### src/rtl/sprite_motion_ctrl.sv
// Sprite position generator: decodes PS/2 arrow make/break codes, merges push-buttons,
// and steps/clamps the sprite top-left corner once per frame on the synchronised screenEnd edge.

module sprite_axis_step #(
  parameter int PW   = 10,
  parameter int MAXV = 590,
  parameter int STEP = 1
) (
  input  logic [PW-1:0] pos,
  input  logic          inc,
  input  logic          dec,
  output logic [PW-1:0] nxt
);
  localparam logic [PW:0] STEP_W = (PW+1)'(STEP);
  localparam logic [PW:0] MAX_W  = (PW+1)'(MAXV);

  logic [PW:0] wide;
  logic [PW:0] sum;

  // One extra bit of headroom so the clamp sees the carry instead of a wrapped value.
  always_comb begin
    wide = {1'b0, pos};
    sum  = wide + STEP_W;
    nxt  = pos;
    if (inc && !dec)
      nxt = (sum > MAX_W) ? MAX_W[PW-1:0] : sum[PW-1:0];
    else if (dec && !inc)
      nxt = (wide < STEP_W) ? '0 : pos - STEP_W[PW-1:0];
  end
endmodule

module sprite_motion_ctrl #(
  parameter int SCREEN_W    = 640,
  parameter int SCREEN_H    = 480,
  parameter int SPRITE_SIZE = 50,
  parameter int STEP        = 1,
  parameter int X_INIT      = 295,
  parameter int Y_INIT      = 215
) (
  input  logic       clk,
  input  logic       reset,
  input  logic       screen_end,
  input  logic       btn_up,
  input  logic       btn_down,
  input  logic       btn_left,
  input  logic       btn_right,
  input  logic [7:0] rx_data,
  input  logic       read_data,
  output logic [9:0] xpos,
  output logic [8:0] ypos,
  output logic [3:0] dir_held,
  output logic [7:0] key_code,
  output logic       key_pulse,
  output logic       frame_tick
);
  localparam int X_MAX = SCREEN_W - SPRITE_SIZE;
  localparam int Y_MAX = SCREEN_H - SPRITE_SIZE;

  typedef enum logic [1:0] {S_IDLE, S_EXT, S_BRK, S_EXT_BRK} dec_state_e;

  dec_state_e state_q, state_d;
  logic [3:0] btn_s1_q, btn_s2_q;
  logic       se_s1_q, se_s2_q, se_s3_q;
  logic [3:0] held_q, held_d;
  logic [7:0] code_q, code_d;
  logic       pulse_q, pulse_d;
  logic       tick_q, tick_d;
  logic [9:0] x_q, x_d, x_nxt;
  logic [8:0] y_q, y_d, y_nxt;
  logic [3:0] arrow_bit;

  // Held bits use the same {up,down,left,right} order as dir_held.
  always_comb begin
    arrow_bit = 4'b0000;
    case (rx_data)
      8'h75:   arrow_bit = 4'b1000;
      8'h72:   arrow_bit = 4'b0100;
      8'h6B:   arrow_bit = 4'b0010;
      8'h74:   arrow_bit = 4'b0001;
      default: arrow_bit = 4'b0000;
    endcase
  end

  always_comb begin
    state_d = state_q;
    held_d  = held_q;
    code_d  = code_q;
    pulse_d = 1'b0;
    if (read_data) begin
      case (state_q)
        S_IDLE: begin
          if (rx_data == 8'hE0)      state_d = S_EXT;
          else if (rx_data == 8'hF0) state_d = S_BRK;
          else begin
            code_d  = rx_data;
            pulse_d = 1'b1;
          end
        end
        S_EXT: begin
          if (rx_data == 8'hE0)      state_d = S_EXT;
          else if (rx_data == 8'hF0) state_d = S_EXT_BRK;
          else begin
            code_d  = rx_data;
            pulse_d = 1'b1;
            held_d  = held_q | arrow_bit;
            state_d = S_IDLE;
          end
        end
        S_BRK:     state_d = S_IDLE;
        S_EXT_BRK: begin
          held_d  = held_q & ~arrow_bit;
          state_d = S_IDLE;
        end
        default:   state_d = S_IDLE;
      endcase
    end
  end

  assign dir_held = btn_s2_q | held_q;

  sprite_axis_step #(.PW(10), .MAXV(X_MAX), .STEP(STEP)) u_x (
    .pos(x_q), .inc(dir_held[0]), .dec(dir_held[1]), .nxt(x_nxt)
  );
  sprite_axis_step #(.PW(9), .MAXV(Y_MAX), .STEP(STEP)) u_y (
    .pos(y_q), .inc(dir_held[2]), .dec(dir_held[3]), .nxt(y_nxt)
  );

  // Position moves on the same edge that raises frame_tick, using pre-edge dir_held.
  always_comb begin
    tick_d = se_s2_q & ~se_s3_q;
    x_d    = tick_d ? x_nxt : x_q;
    y_d    = tick_d ? y_nxt : y_q;
  end

  always_ff @(posedge clk or posedge reset) begin
    if (reset) begin
      btn_s1_q <= '0;
      btn_s2_q <= '0;
      se_s1_q  <= 1'b0;
      se_s2_q  <= 1'b0;
      se_s3_q  <= 1'b0;
      state_q  <= S_IDLE;
      held_q   <= '0;
      code_q   <= 8'h00;
      pulse_q  <= 1'b0;
      tick_q   <= 1'b0;
      x_q      <= 10'(X_INIT);
      y_q      <= 9'(Y_INIT);
    end else begin
      btn_s1_q <= {btn_up, btn_down, btn_left, btn_right};
      btn_s2_q <= btn_s1_q;
      se_s1_q  <= screen_end;
      se_s2_q  <= se_s1_q;
      se_s3_q  <= se_s2_q;
      state_q  <= state_d;
      held_q   <= held_d;
      code_q   <= code_d;
      pulse_q  <= pulse_d;
      tick_q   <= tick_d;
      x_q      <= x_d;
      y_q      <= y_d;
    end
  end

  assign xpos       = x_q;
  assign ypos       = y_q;
  assign key_code   = code_q;
  assign key_pulse  = pulse_q;
  assign frame_tick = tick_q;
endmodule

### config.mk
export PLATFORM = sky130hd
export DESIGN_NAME = sprite_motion_ctrl
export DESIGN_NICKNAME = d
export VERILOG_FILES = /design/src/rtl/sprite_motion_ctrl.sv
export SDC_FILE = /design/constraint.sdc
export NUM_CORES = 1
export LEC_CHECK = 0
export CAP_MARGIN = 20
export CORE_MARGIN = 1
export CORE_UTILIZATION = 45
export CTS_CLUSTER_DIAMETER = 60
export DETAILED_ROUTE_END_ITERATION = 8
export PLACE_DENSITY_LB_ADDON = 0.3
export SYNTH_ARGS = -nofsm -noshare
export SYNTH_HDL_FRONTEND = slang
export SYNTH_HIERARCHICAL = 1
export SYNTH_SLANG_ARGS = --single-unit
### constraint.sdc
create_clock -name clk -period 2.9 [get_ports clk]
set_input_delay 0.435 -clock clk [delete_from_list [all_inputs] [get_ports clk]]
set_output_delay 0.435 -clock clk [all_outputs]
set_load 0.05 [all_outputs]
==> metrics.cfg <==
[logic_synthesis]
synthesis.area_um2=3150
synth_compound_area_frac=0.155
ys_ff_latch=46
synth_fa_ha_area_frac=0.0270
ys_seq_area_frac=0.370
synth.avg_cell_area_um2=9.77
muxShareOfSynthArea=0.123
syn-instance-count=322
synthFlopType=dfrtp_1
synth_nets=344
yosysWarnings=6
synthDistinctLibCells=74
yosys.area_share.simple=0.233
synth-edff-count=0
synthXorXnorAreaFrac=0.0362
synth_top_family_by_area=simple AND/OR/NAND/NOR gates
async_flop_share=1.00

[global_routing]
grt_max_degree=26
overflow=0
grt_use_total=0.196
grt_pass1_wl_um=11600
grt_pass1_vias=2402
antenna_found_initial=0

[route]
wl_met2_um=3210
via_per_inst=5.90
dr.pass1.iters=4
dr.first_iter.drc_count=162
ant_nets=0
drc_errors=0
via_count=2627
avgRoutedWirePerCell_um=15.3
drt-met1-wl_um=3160
met3_length_um=366
drt-total-wl_um=6800
highest_layer=met4

[clock_network]
cts_tree=yes
htree_levels=2
cts_resized=0
cts_root_buf=clkbuf_8
cts_buffers=5
post_cts_buffers=0
cts.sink_count=46
clk_path_buf_depth=2
clk_latency_ps=300
cts.clk_slew.worst_paths_ps=90
ctsHoldBuffers=0

[pwr]
irDropWorstVdd_mv=0.373
design_power_total_mw=3.43
p_leak_nw=1.49
p_per_area_nw_per_um2=911

[floorplan]
start_util=0.466
rows=30
die-area_um2=7330
core-area_um2=6760
die_h_um=85.6
io_pins=49
die_x_um=85.6

[sta]
hold_viol_final=0
hold_ws_ps=355
relSlewSlack=0.652
fin_crit_sh=0.924
fmax_mhz=373
layout_setup_ws_ps=219
worst_slew_pin_slew_ps=521
finalMaxSlewViolations=0
setup_violations=0
fin_skew_ps=3.36
fin_setup_tns_ps=0
fin_crit_ps=2680
rsz0062_at_grt=false

[place]
portBuffers=48
place.gp.congestion=0.906
hpwl_um=4980
pre_cts_slack_ps=261

[worst_setup_path]
end_kind=register
critPathArrivalTime_ps=2880
required_ps=3100
rr_startpoint=ypos[0]
rrSetupSlack_ps=220
r2r_cells=9
critical_path.max_fanout=12
endpoint=ypos[3]
r2r_end=ypos[3]
crit_type=reg2reg
critPathLaunchType=register
cp-startpoint=ypos[0]

[layout]
nFillCells=619
antennaDiodeCount=0
area_growth_pct=19.8
drive_gt1_frac=0.216
layout_common_cells=48 x clkdlybuf4s50_1, 35 x dfrtp_1, 30 x mux2_2, 25 x nand2_1, 16 x nand3_1
final_common_cell=clkdlybuf4s50_1
nNetsFinal=386
fin_util=0.558

[flow_run]
drv_cap=0

[min_path]
min-delay-path-class=reg2reg

[outcome]
outcome=complete, no violations

sequential cells by signal (all words and copies together) (netlist names), named ones only:
name and count:
se_s2_q 1, key_pulse 1, state_q 2, se_s1_q 1, btn_s2_q 4, frame_tick 1, xpos 10, btn_s1_q 4
ypos 9, se_s3_q 1, key_code 8
through the flow:
step                instance area, um^2  instances
floorplan                          3150        322
CTS                                3770        445
global placement                   3650        437
global route                       3770        445
detailed placement                 3650        437
finish                             3770        445
synth_stat cells (all sizes together) (2+ instances only):
master / number / share of area
mux2: 30 / 0.11
xnor2: 5 / 0.014
nand3: 16 / 0.025
nor3: 13 / 0.024
nand4: 4 / 0.0080
and4b: 2 / 0.0076
o32ai: 4 / 0.011
o21ai: 12 / 0.019
nand2b: 9 / 0.019
o22ai: 6 / 0.012
o211ai: 5 / 0.012
o21a: 3 / 0.0072
a31oi: 5 / 0.012
buf: 12 / 0.028
or4b: 2 / 0.0076
or4: 2 / 0.0048
clkbuf: 9 / 0.014
a21oi: 12 / 0.024
nor2b: 6 / 0.012
nand2: 26 / 0.033
nor3b: 4 / 0.0095
a31o: 2 / 0.0056
or3: 2 / 0.0040
and3: 5 / 0.010
a211o: 3 / 0.0084
inv: 10 / 0.012
dfstp: 11 / 0.092
o31a: 3 / 0.0084
ha: 6 / 0.024
mux2i: 5 / 0.016
dfrtp: 35 / 0.28
or2: 5 / 0.0099
xor2: 8 / 0.022
nor2: 13 / 0.016
nand4b: 2 / 0.0056
o31ai: 2 / 0.0048
nor4: 3 / 0.0080
worst max-delay path, cell delays in order (launching register included):
cell	delay [ps]
dfstp_2	650
inv_1	70
ha_1	330
maj3_1	350
o21ai_0	80
a22oi_1	140
a31oi_2	330
a21oi_1	100
a311o_1	270
mux2_2	260
power breakdown:
| part | internal (mW) | switching, mW |
|---|---|---|
| clock network | 0.263 | 0.235 |
| logic | 0.733 | 1.05 |
| registers | 0.834 | 0.320 |
| total | 1.83 | 1.60 |
cell type report:
type                            instances  area (um^2)  area share
Multi-Input combinational cell        245         1810       0.480
Sequential cell                        46         1160       0.309
Timing Repair Buffer                   56          541       0.143
Tap cell                               80          100      0.0266
Clock buffer                            5         68.8      0.0183
Clock inverter                          3         47.5      0.0126
Inverter                               10         37.5     0.00996
per-layer routing:
metal	GRT usage	vias up
met2	0.311	69
met3	0.0520	7
met4	0.0515	0
li1	-	1269
met1	0.267	1282
met5	0	-
worst min path at each step:
stage	from	end	slack, ps	depth (start not counted)
6_report	btn_s1_q[3]	btn_s2_q[3]	360	0
5_1_grt	btn_s1_q[3]	btn_s2_q[3]	370	0
4_1_cts	btn_s1_q[1]	btn_s2_q[1]	360	0
3_3_place_gp	btn_s1_q[1]	btn_s2_q[1]	330	0
2_1_floorplan	btn_s1_q[0]	btn_s2_q[0]	330	0
3_5_place_dp	btn_s1_q[1]	btn_s2_q[1]	340	0
cells by family after synthesis:
group / Yosys count
AND/OR/NAND/NOR: 124
AO/OA/AOI/OAI: 66
adder cells (fa/ha/maj): 7
XOR/XNOR: 13
buffers and inverters: 31
multiplexers: 35
flip-flops: 46
Power figures use the tool's default switching activity.
